===== src/rtl/lzc_norm_arbiter_if.sv =====
// lzc_norm_arbiter_if: request/response bundle between requesters, consumer and the shared normaliser.
interface lzc_norm_arbiter_if #(
    parameter int W    = 22,
    parameter int NREQ = 2,
    parameter int TAGW = (NREQ > 1) ? $clog2(NREQ) : 1
);
    logic [NREQ-1:0]   req_valid;
    logic [NREQ*W-1:0] req_data;
    logic [NREQ-1:0]   req_ready;
    logic              resp_valid;
    logic              resp_ready;
    logic [TAGW-1:0]   resp_tag;
    logic              resp_sign;
    logic [W-1:0]      resp_mant;
    logic [4:0]        resp_shift;
    logic              resp_zero;
    logic              busy;

    modport master (
        output req_valid, req_data, resp_ready,
        input  req_ready, resp_valid, resp_tag, resp_sign, resp_mant, resp_shift, resp_zero, busy
    );

    modport slave (
        input  req_valid, req_data, resp_ready,
        output req_ready, resp_valid, resp_tag, resp_sign, resp_mant, resp_shift, resp_zero, busy
    );
endinterface


===== src/rtl/lzc_norm_arbiter.sv =====
// lzc_norm_arbiter: round-robin share of one leading-zero counter and normalising shifter.
// Returns sign, normalised magnitude, shift count and zero flag, tagged by requester.
module lzc_norm_arbiter #(
    parameter int W    = 22,
    parameter int NREQ = 2,
    parameter int TAGW = (NREQ > 1) ? $clog2(NREQ) : 1
) (
    input logic               clk,
    input logic               rst_n,
    lzc_norm_arbiter_if.slave bus
);
    typedef enum logic [1:0] {IDLE, CALC, SHIFT, RESP} state_t;

    state_t          state;
    logic [TAGW-1:0] rr_ptr;
    logic [TAGW-1:0] gnt;
    logic [TAGW-1:0] g_q;
    logic            any_req;
    logic [W-1:0]    data_q;
    logic [W-1:0]    mag;
    logic [W-1:0]    mag_q;
    logic [4:0]      lzc_q;
    logic            sign_q;

    function automatic logic [TAGW-1:0] wrap(input int i);
        return TAGW'(i >= NREQ ? i - NREQ : i);
    endfunction

    // Highest set bit wins because the scan runs upward; zero leaves the count at W.
    function automatic logic [4:0] lzc(input logic [W-1:0] v);
        lzc = 5'(W);
        for (int i = 0; i < W; i++)
            if (v[i]) lzc = 5'(W - 1 - i);
    endfunction

    always_comb begin
        gnt     = '0;
        any_req = 1'b0;
        for (int k = NREQ - 1; k >= 0; k--) begin
            if (bus.req_valid[wrap(int'(rr_ptr) + k)]) begin
                gnt     = wrap(int'(rr_ptr) + k);
                any_req = 1'b1;
            end
        end
    end

    always_comb begin
        bus.req_ready = '0;
        if (state == IDLE && any_req)
            bus.req_ready[gnt] = 1'b1;
    end

    // Two's-complement negate; the most-negative value maps onto itself, which is the correct unsigned magnitude.
    assign mag = sign_q ? -data_q : data_q;

    always_ff @(posedge clk) begin
        if (!rst_n) begin
            state          <= IDLE;
            rr_ptr         <= '0;
            g_q            <= '0;
            data_q         <= '0;
            sign_q         <= 1'b0;
            mag_q          <= '0;
            lzc_q          <= '0;
            bus.busy       <= 1'b0;
            bus.resp_valid <= 1'b0;
            bus.resp_tag   <= '0;
            bus.resp_sign  <= 1'b0;
            bus.resp_mant  <= '0;
            bus.resp_shift <= '0;
            bus.resp_zero  <= 1'b0;
        end else begin
            case (state)
                IDLE: if (any_req) begin
                    g_q      <= gnt;
                    data_q   <= bus.req_data[int'(gnt) * W +: W];
                    sign_q   <= bus.req_data[int'(gnt) * W + W - 1];
                    bus.busy <= 1'b1;
                    state    <= CALC;
                end
                CALC: begin
                    mag_q <= mag;
                    lzc_q <= lzc(mag);
                    state <= SHIFT;
                end
                SHIFT: begin
                    bus.resp_mant  <= mag_q << lzc_q;
                    bus.resp_shift <= lzc_q;
                    bus.resp_zero  <= mag_q == '0;
                    bus.resp_tag   <= g_q;
                    bus.resp_sign  <= sign_q;
                    bus.resp_valid <= 1'b1;
                    state          <= RESP;
                end
                RESP: if (bus.resp_ready) begin
                    bus.resp_valid <= 1'b0;
                    bus.busy       <= 1'b0;
                    rr_ptr         <= wrap(int'(g_q) + 1);
                    state          <= IDLE;
                end
                default: state <= IDLE;
            endcase
        end
    end
endmodule

===== src/flat_wrapper.sv =====
// flat-port wrapper written by rule: the top's interface ports become plain ports
module lzc_norm_arbiter_flat 
#(
    parameter int W    = 22,
    parameter int NREQ = 2,
    parameter int TAGW = (NREQ > 1) ? $clog2(NREQ) : 1
)
  (clk, rst_n, bus_req_valid, bus_req_data, bus_resp_ready, bus_req_ready, bus_resp_valid, bus_resp_tag, bus_resp_sign, bus_resp_mant, bus_resp_shift, bus_resp_zero, bus_busy);
  lzc_norm_arbiter_if #(.W(W), .NREQ(NREQ), .TAGW(TAGW)) bus_i ();
  input logic clk;
  input logic rst_n;
  input wire logic [$bits(bus_i.req_valid)-1:0] bus_req_valid;
  input wire logic [$bits(bus_i.req_data)-1:0] bus_req_data;
  input wire logic [$bits(bus_i.resp_ready)-1:0] bus_resp_ready;
  output wire logic [$bits(bus_i.req_ready)-1:0] bus_req_ready;
  output wire logic [$bits(bus_i.resp_valid)-1:0] bus_resp_valid;
  output wire logic [$bits(bus_i.resp_tag)-1:0] bus_resp_tag;
  output wire logic [$bits(bus_i.resp_sign)-1:0] bus_resp_sign;
  output wire logic [$bits(bus_i.resp_mant)-1:0] bus_resp_mant;
  output wire logic [$bits(bus_i.resp_shift)-1:0] bus_resp_shift;
  output wire logic [$bits(bus_i.resp_zero)-1:0] bus_resp_zero;
  output wire logic [$bits(bus_i.busy)-1:0] bus_busy;
  assign bus_i.req_valid = bus_req_valid;
  assign bus_i.req_data = bus_req_data;
  assign bus_i.resp_ready = bus_resp_ready;
  assign bus_req_ready = bus_i.req_ready;
  assign bus_resp_valid = bus_i.resp_valid;
  assign bus_resp_tag = bus_i.resp_tag;
  assign bus_resp_sign = bus_i.resp_sign;
  assign bus_resp_mant = bus_i.resp_mant;
  assign bus_resp_shift = bus_i.resp_shift;
  assign bus_resp_zero = bus_i.resp_zero;
  assign bus_busy = bus_i.busy;
  lzc_norm_arbiter #(.W(W), .NREQ(NREQ), .TAGW(TAGW)) u_core (.clk(clk), .rst_n(rst_n), .bus(bus_i));
endmodule

===== config.mk =====
export PLATFORM = sky130hd
export DESIGN_NAME = lzc_norm_arbiter_flat
export DESIGN_NICKNAME = d
export VERILOG_FILES = /design/src/rtl/lzc_norm_arbiter_if.sv /design/src/rtl/lzc_norm_arbiter.sv /design/src/flat_wrapper.sv
export SDC_FILE = /design/constraint.sdc
export NUM_CORES = 1
export LEC_CHECK = 0
export CORE_MARGIN = 2
export CORE_UTILIZATION = 46
export CTS_BUF_LIST = sky130_fd_sc_hd__clkbuf_2 sky130_fd_sc_hd__clkbuf_4 sky130_fd_sc_hd__clkbuf_8
export DETAILED_ROUTE_END_ITERATION = 10
export PLACE_DENSITY = 0.72
export SYNTH_ARGS = -nofsm -noshare
export SYNTH_HDL_FRONTEND = slang
export SYNTH_SLANG_ARGS = --single-unit

===== constraint.sdc =====
create_clock -name clk -period 2.55 [get_ports clk]
set_clock_uncertainty 0.1 [all_clocks]
set_input_delay 0.255 -clock clk [delete_from_list [all_inputs] [get_ports clk]]
set_output_delay 0.255 -clock clk [all_outputs]
set_load 0.1 [all_outputs]

---- Word level (Yosys, flattened, before mapping) ----
Cells that the tools add are included.
operators by class
  add/subtract/negate cells ............... 8
  $mul .................................... 1
  $lt $le $gt $ge ......................... 8
  equal/unequal tests ..................... 5
  shift-type cells ........................ 2
  multiplexer cells ....................... 47
  reduce and logical (&&, ||, !) cells .... 11
operators with widths
  cell                                                                   number
  5-bit 2-to-1 mux                                                       16
  44-bit by 32-bit indexed part select with 22-bit output                1
  32-bit by 6-bit adder with 32-bit output, second input constant        1
  32-bit by 8-bit < comparator with 1-bit output, second input constant  1
  32-bit by 2-bit subtractor with 32-bit output, second input constant   1
  22-bit zero test                                                       1
  22-bit 2-to-1 mux                                                      1
  22-bit negation                                                        1
  22-bit by 5-bit << shifter with 22-bit output                          1
  1-bit 2-to-1 mux                                                       16
  3-bit 2-to-1 mux                                                       4
  2-bit 2-to-1 mux                                                       5
  2-bit one-hot mux with 4 select lines                                  1
  2-bit AND reduction                                                    4
  1-bit binary-select mux with 6-bit select                              1
  1-bit by 2-bit < comparator with 1-bit output, second input constant   3
  1-bit by 4-bit multiplier with 5-bit output, second input constant     1
  1-bit by 1-bit adder with 2-bit output, second input constant          2
  2-bit equality test, second input constant                             2
  2-bit greater-or-equal comparator, second input constant               2
  1-bit one-hot mux with 2 select lines                                  2
  2-bit nonzero test                                                     2
  3-bit AND reduction                                                    1
  1-bit subtractor, second input constant                                3
  other kinds (8)                                                        9
storage, ports and cells
  register bits ........................... 86
  bits of input ports ..................... 49
  word-level logic and storage cells ...... 96

---- Longest topological paths before layout ----
Gate-level depths: netlist of run 1.
  depth in word-level cells ............... 24
  depth in mapped cells ................... 11
  depth with buffers taken out ............ 9

---- Worst setup path after synthesis of run 1 ----
OpenSTA, ideal clock, no wires.
  kind .................................... register to register
  start point ............................. register u_core.state[0]
  end point ............................... register u_core.data_q[13]
  library setup time ...................... 0.070 ns
  arrival time ............................ 2.403 ns
  required time ........................... 2.380 ns
  path slack .............................. -0.022 ns
  stages on the path, launching flop included .. 8
  buffers on the path ..................... 1
  clock period less this slack ............ 2.572 ns
  cells stage by stage .................... dfxtp_1 -> inv_1 -> ha_1 -> nand2_1 -> a21oi_1 -> clkbuf_1 -> a222oi_1 -> nor2b_1
on the way
  word-level cells in the longest chain between the ends .. 2
RTL lines
  item                                  RTL line                source
  from (decl)                           lzc_norm_arbiter.sv:14  state_t state;
  from (signal assigned)                lzc_norm_arbiter.sv:58  state <= IDLE;
  from (signal assigned)                lzc_norm_arbiter.sv:79  state <= CALC;
  from (signal assigned)                lzc_norm_arbiter.sv:84  state <= SHIFT;
  2-bit zero test                       lzc_norm_arbiter.sv:73  case (state)
  2-bit AND reduction (no source line)  n/a
  to (signal assigned)                  lzc_norm_arbiter.sv:76  data_q <= bus.req_data[int'(gnt) * W +: W];
  to (decl)                             lzc_norm_arbiter.sv:19  logic [W-1:0] data_q;
Every way passes these cells.
A chain may end at the register's enable or synchronous reset.

---- Worst setup path after layout of run 1 ----
  start point ............................. register u_core.data_q[2]
  end point ............................... register u_core.lzc_q[0]
on the way
  word-level cells in the longest chain between the ends .. 22
RTL lines
  item                            RTL line                source
  22-bit negation                 lzc_norm_arbiter.sv:54  assign mag = sign_q ? -data_q : data_q;
  22-bit 2-to-1 mux *             lzc_norm_arbiter.sv:54
  3-bit 2-to-1 mux (4 in a row)   lzc_norm_arbiter.sv:33  if (v[i]) lzc = 5'(W - 1 - i);
  5-bit 2-to-1 mux (15 in a row)  lzc_norm_arbiter.sv:33
  5-bit 2-to-1 mux *              lzc_norm_arbiter.sv:33
  to (signal assigned)            lzc_norm_arbiter.sv:83  lzc_q <= lzc(mag);
  to (decl)                       lzc_norm_arbiter.sv:22  logic [4:0] lzc_q;
Mark *: on every way between the ends. The rest lies on a longest branch, timed or not.

==> results by group, run 1 <==
Setup path
  • R2R Path Start: u_core.data_q[2]
  • R2R Setup Slk: 0.10 ns
  • Startpoint types: register
  • Crit path buffers/inverters: 0
  • Critical Path RT: 2.78 ns
  • Worst-path fanout max: 7
  • Critical path, cell by cell: or4_4 > nor4_4 > a21oi_1 > o32a_1 > a211o_1 > a311oi_1 > o21a_1
  • Worst Setup Path Type: register to register
  • Slowest stage delay, CP: 0.59 ns
  • Worst Setup End Kind: register
  • Reg2reg end: u_core.lzc_q[0]
  • Crit-path leading delay family: compound AO/OA/AOI/OAI gates
  • Crit. path cell count: 7
  • CP arrival: 2.68 ns
  • Crit-path slowest cell: or4_4
  • Worst reg2reg path depth: 7

STA
  • Worst-Margin Slew: 0.658 ns
  • Tcrit/Tclk final: 0.960
  • Worst slew margin: 0.561
  • Final hold vios: 0
  • Fmax: 409 MHz
  • Final Setup Violations: 0
  • Slew Limit Fails: 0
  • Hold slack: 0.276 ns
  • Minimum clock period: 2.45 ns

Worst hold path
  • WHS Endpoint: u_core.data_q[9]
  • Min-delay worst type: input pin to register
  • Hold path depth: 2
  • Hold Crit Start: rst_n

Drt
  • TritonRoute pass-1 iters: 9
  • Routed WL: 14,500 µm
  • Drt wl/cell: 16.7 µm
  • DRC viols: 3
  • Via density: 5.97
  • Antenna Nets Post-Route: 0
  • Via Count: 5,214
  • Detailed Route Iter0 Violations: 376

Floorplan
  • Die ar.: 12,800 µm²
  • Initial core utilization: 0.475
  • Die X: 113 µm
  • Io pins: 83
  • Die height: 113 µm
  • Core ar.: 11,500 µm²
  • Row cnt: 39

Clock tree
  • Htree depth: 3
  • Clk buf depth: 2
  • Clock Pin Slew Worst Setup and Hold Paths: 0.09 ns
  • Number of CTS-inserted buffers: 9
  • CTS tree: yes
  • Skew-Pair Late Insertion Delay: 0.38 ns
  • CTS sink count: 86
  • CTS Root Cell: clkbuf_8

Power
  • Design Power: 0.00818 W
  • Leak: 2.65 nW
  • Max VDD drop: 0.503 mV
  • Pwr dens: 1200 nW/µm²

Global routing
  • Overflow after GRT: 0
  • Largest net degree at the start of global routing: 41
  • Global-route wire length before repair: 23,500 µm
  • GRT Overall Usage: 0.225
  • Vias in the first global route: 4,866
  • Initial antenna violation count: 0

Yosys
  • Sequential area share after synthesis: 0.315
  • Avg Cell Area, Syn: 8.49 µm²
  • Cells after Synth: 644
  • Post-synth net total: 698
  • Distinct cells, synth: 76
  • #FFs+latches synth: 86
  • Ys flop type: dfxtp_1
  • Syn. warnings: 0
  • Post-synth EDFFs: 0
  • Asr flop ratio synth: 0
  • Area of the mapped netlist: 5470 µm²

Finish
  • P&R area growth vs syn: 24.2%
  • Ant. Diodes: 0
  • Most frequent cells in the layout: dfxtp_1 (83), buf_4 (75), nor2b_1 (57)
  • Share of cells above drive strength 1: 0.184
  • Footprint of the multi-input gates: 3420 µm²
  • Register area: 1730 µm²
  • Nets: 779
  • Fin area: 6790 µm²
  • Fillers: 1,049
  • Commonest non-fill, non-tap cell in the layout: dfxtp_1

Place
  • Gpl congestion: 0.944
  • Port Buffer Count: 82
  • Area post-placement: 6490 µm²
  • DP Wirelength: 10,800 µm

Status
  • Failing checks: DRC
  • Outcome: finished with violations

Job
  • Max cap viols: 0
-- repair_timing --
item / CTS / global route
endpoints found under the setup margin: 0 / 5
setup buffers: 0 / 3
hold buffers: 0 / 0
gates resized for setup: 0 / 7
-- how the worst max path moves through the flow --
stage	start	endpoint	slack, ns
after floorplan	u_core.data_q[0]	u_core.lzc_q[0]	0.01
after global placement	u_core.data_q[2]	u_core.lzc_q[0]	0.11
after detailed placement	u_core.data_q[2]	u_core.lzc_q[0]	0.10
after CTS	u_core.data_q[2]	u_core.lzc_q[0]	0.07
after global routing	u_core.data_q[0]	u_core.lzc_q[0]	-0.007
final	u_core.data_q[2]	u_core.lzc_q[0]	0.10
-- report_power, final --
group / total [W] / switching, W / internal, W
clock network: 0.00113 / 0.000539 / 0.000587
registers: 0.00209 / 0.000413 / 0.00168
logic: 0.00496 / 0.00298 / 0.00198
total: 0.00818 / 0.00393 / 0.00424
-- through the flow --
step	utilization	setup slack (ns)	TNS [ns]	std cells
final	0.589	0.103	0	873
after CTS	0.584	0.0699	0	869
after global placement	0.564	0.108	0	853
after global routing	0.589	-0.00705	-0.00705	873
after detailed placement	0.564	0.104	0	853
after floorplan	-	0.0146	0	644
-- flip-flops by register name, summed over array words and instances, names as in the netlist, 2 cells and up --
register               flops
u_core.bus.resp_shift      5
u_core.lzc_q               5
u_core.mag_q              22
u_core.data_q             22
u_core.state               2
u_core.bus.resp_mant      22
-- synthesized netlist by cell type (all sizes together), types with 3 or more instances --
master  number  area share
xnor2        8       0.013
and2        15       0.017
a222oi      21       0.038
mux2i       31       0.057
nand3        7      0.0073
o21a        11       0.015
a21oi       33       0.030
nor4        12       0.019
or4          3      0.0055
clkbuf      42       0.029
a31oi        7      0.0080
nand4       10       0.015
a211oi      10       0.014
or3          5      0.0057
o31ai       11       0.021
inv         32       0.022
dfxtp       86        0.32
nor3         3      0.0027
nor3b        3      0.0041
o22ai       19       0.022
mux2         5       0.010
nor2        33       0.023
o211a       17       0.031
o21ai       17       0.016
xor2        13       0.024
nand2       56       0.038
nand2b       6      0.0069
ha           5       0.011
nor2b       57       0.065
mux4         7       0.029
buf         15       0.015
or2          4      0.0046
o41ai        4      0.0078
-- kinds of logic (layout without fill, tap and decap cells) --
kind of cell | Yosys count | after routing | share of synthesized area
AO/OA/AOI/OAI | 178 | 178 | 0.249
XOR/XNOR | 21 | 21 | 0.0364
adder cells (fa/ha/maj) | 5 | 5 | 0.0114
buffers and inverters | 90 | 176 | 0.0666
flip-flops | 86 | 86 | 0.315
multiplexers | 43 | 43 | 0.0959
AND/OR/NAND/NOR | 221 | 221 | 0.225
-- final cells by class --
type	count	share of cell area
multi-input cells	468	0.504
flip-flops and latches	86	0.254
repair buffers	127	0.164
well taps	143	0.0264
clock buffers	10	0.0203
inverters	33	0.0183
clock inverters	6	0.0138
-- layer usage --
metal  part of all wire  up-vias  track usage
met4              0.025        0        0.102
li1                   -     2524            -
met1               0.45     2508        0.286
met2               0.48      153        0.378
met5                  0        -            0
met3              0.041       29       0.0321
(Power assumes the default switching activity.)
==> inputs of run 2 (changes only) <==
Settings changed: CORE_UTILIZATION 46 to 30, PLACE_DENSITY 0.72 to default.
==> run 2 against run 1 <==
  * The run now ends clean
  * First-iteration DRC count is 17% lower
  * Clock-buffer cell count is 2 higher
  * Sequential power hardly changed
  * Via count is 3.7% lower
  * Non-clock buffer count is 5 higher
  * Setup slack worse by 0.023 ns
  * Power is 0.58% lower
  * Largest cell class unchanged
  * Highest routed layer unchanged
==> results by group, run 2 (synthesized netlist as in run 1, its figures left out) <==
Setup path
  • Crit. path cell count: 7
  • Startpoint types: register
  • Reg2reg end: u_core.lzc_q[0]
  • R2R Setup Slk: 0.08 ns
  • Worst Setup EP: u_core.lzc_q[0]
  • Worst reg2reg path depth: 7
  • Crit-path slowest cell: or4_4
  • Worst-path fanout max: 6
  • Critical Path RT: 2.78 ns
  • Crit path buffers/inverters: 0
  • Crit-path leading delay family: compound AO/OA/AOI/OAI gates
  • Critical path, cell by cell: or4_4 > nor4_4 > a21oi_1 > o32a_1 > a211o_1 > a311oi_2 > o21a_1
  • CP arrival: 2.70 ns
  • Worst Setup End Kind: register
  • Slowest stage delay, CP: 0.56 ns
  • Worst Setup Path Type: register to register
  • CP Launch Point: u_core.data_q[3]
  • R2R Path Start: u_core.data_q[3]

STA
  • Slew Limit Fails: 0
  • Worst-Margin Slew: 0.569 ns
  • Unrepaired setup endpoints after global routing: no
  • Fmax: 405 MHz
  • Final hold vios: 0
  • Worst slew margin: 0.620
  • Minimum clock period: 2.47 ns
  • Setup tns final: 0 ns
  • Tcrit/Tclk final: 0.969
  • Final Setup Violations: 0

Clock tree
  • CTS tree: yes
  • Htree depth: 3
  • CTS Root Cell: clkbuf_8
  • Clock Pin Slew Worst Setup and Hold Paths: 0.09 ns
  • CTS sink count: 86
  • Number of CTS-inserted buffers: 9
  • Clk buf depth: 2
  • Skew-Pair Late Insertion Delay: 0.37 ns

Place
  • Inst Count DP: 945
  • Port Buffer Count: 82
  • Gpl congestion: 0.865
  • DP Wirelength: 10,900 µm

Global routing
  • Met3 Use GR: 0.0359
  • Initial antenna violation count: 0
  • Global-route wire length before repair: 24,300 µm
  • Vias in the first global route: 4,766
  • M2 GR Usage: 0.236
  • Met1 usage: 0.210
  • Largest net degree at the start of global routing: 38
  • Overflow after GRT: 0
  • GRT Max-Usage Layer: met2
  • GRT Overall Usage: 0.152

Floorplan
  • Core ar.: 17,900 µm²
  • Io pins: 83
  • Die X: 139 µm
  • Die height: 139 µm
  • Die ar.: 19,300 µm²
  • Row cnt: 49
  • Initial core utilization: 0.305

Drt
  • Detailed Route Iter0 Violations: 313
  • TritonRoute pass-1 iters: 5
  • DRC viols: 0
  • Drt wl/cell: 15.2 µm
  • Via density: 5.21
  • Via Count: 5,020
  • Antenna Nets Post-Route: 0
  • Routed WL: 14,600 µm

Status
  • Outcome: finished, final reports clean

Finish
  • Nets: 784
  • Fillers: 1,842
  • Footprint of the multi-input gates: 3430 µm²
  • Share of cells above drive strength 1: 0.190
  • P&R area growth vs syn: 26.9%
  • Final Non-Filler Cells: 964
  • Top Registers: u_core.bus.resp_mant (22), u_core.data_q (22), u_core.mag_q (22)
  • Register area: 1720 µm²
  • Ant. Diodes: 0
  • Most frequent cells in the layout: dfxtp_1 (84), buf_4 (80), nor2b_1 (57)
  • Commonest non-fill, non-tap cell in the layout: dfxtp_1

Power
  • Leak: 2.67 nW
  • Pwr dens: 1170 nW/µm²
  • Max VDD drop: 0.495 mV

Job
  • Max cap viols: 0

Worst hold path
  • Min-delay worst type: input pin to register
[run 2: repair_timing]
item | in CTS | in global routing
endpoints found under the hold margin | 0 | 0
gates resized for setup | 0 | 9
endpoints found under the setup margin | 0 | 5
hold buffers | 0 | 0
buffers inserted | 0 | 3
[run 2: layer usage]
layer | part of all wire | routed length [µm]
met4 | 0.011 | 165
met1 | 0.49 | 7220
met2 | 0.45 | 6640
met3 | 0.039 | 574
met5 | 0 | 0
[run 2: layout make-up]
cell class,instances,area share
Inverter,33,0.0179
Tap cell,229,0.0413
Clock buffer,12,0.0220
Multi-Input combinational cell,468,0.495
Timing Repair Buffer,132,0.165
Sequential cell,86,0.249
Clock inverter,4,0.0101
[run 2: worst min-delay path by stage]
stage	startpoint	endpoint	slack (ns)	cells after the start
after floorplan	bus_req_data[32]	u_core.data_q[10]	0.35	2
after global placement	u_core.mag_q[20]	u_core.mag_q[20]	0.39	1
after detailed placement	u_core.mag_q[20]	u_core.mag_q[20]	0.40	1
after CTS	rst_n	u_core.lzc_q[0]	0.28	2
after global routing	rst_n	u_core.lzc_q[0]	0.31	2
final	rst_n	u_core.lzc_q[0]	0.30	2
[run 2: per-stage QoR]
step                area, µm²  hold WS (ns)  setup WS [ns]   util  total power, W
global placement         6640         0.387          0.143  0.371         0.00697
detailed placement       6640         0.403         0.0735  0.371         0.00697
floorplan                5470         0.346         0.0146      -         0.00563
finish                   6930         0.296         0.0795  0.387         0.00813
CTS                      6870         0.277         0.0467  0.384         0.00809
global route             6930         0.306        0.00605  0.387         0.00875
[run 2: power breakdown]
part	leakage, nW	internal, W	switching (W)
Sequential	0.703	0.00168	0.000415
Clock	0.117	0.000598	0.000495
Combinational	1.85	0.00201	0.00294
==> inputs of run 3 (changes only) <==
Settings changed: SLEW_MARGIN from default to 20.
==> results of run 3 <==
No change in the layout: final DEF, timing and power equal those of run 2.
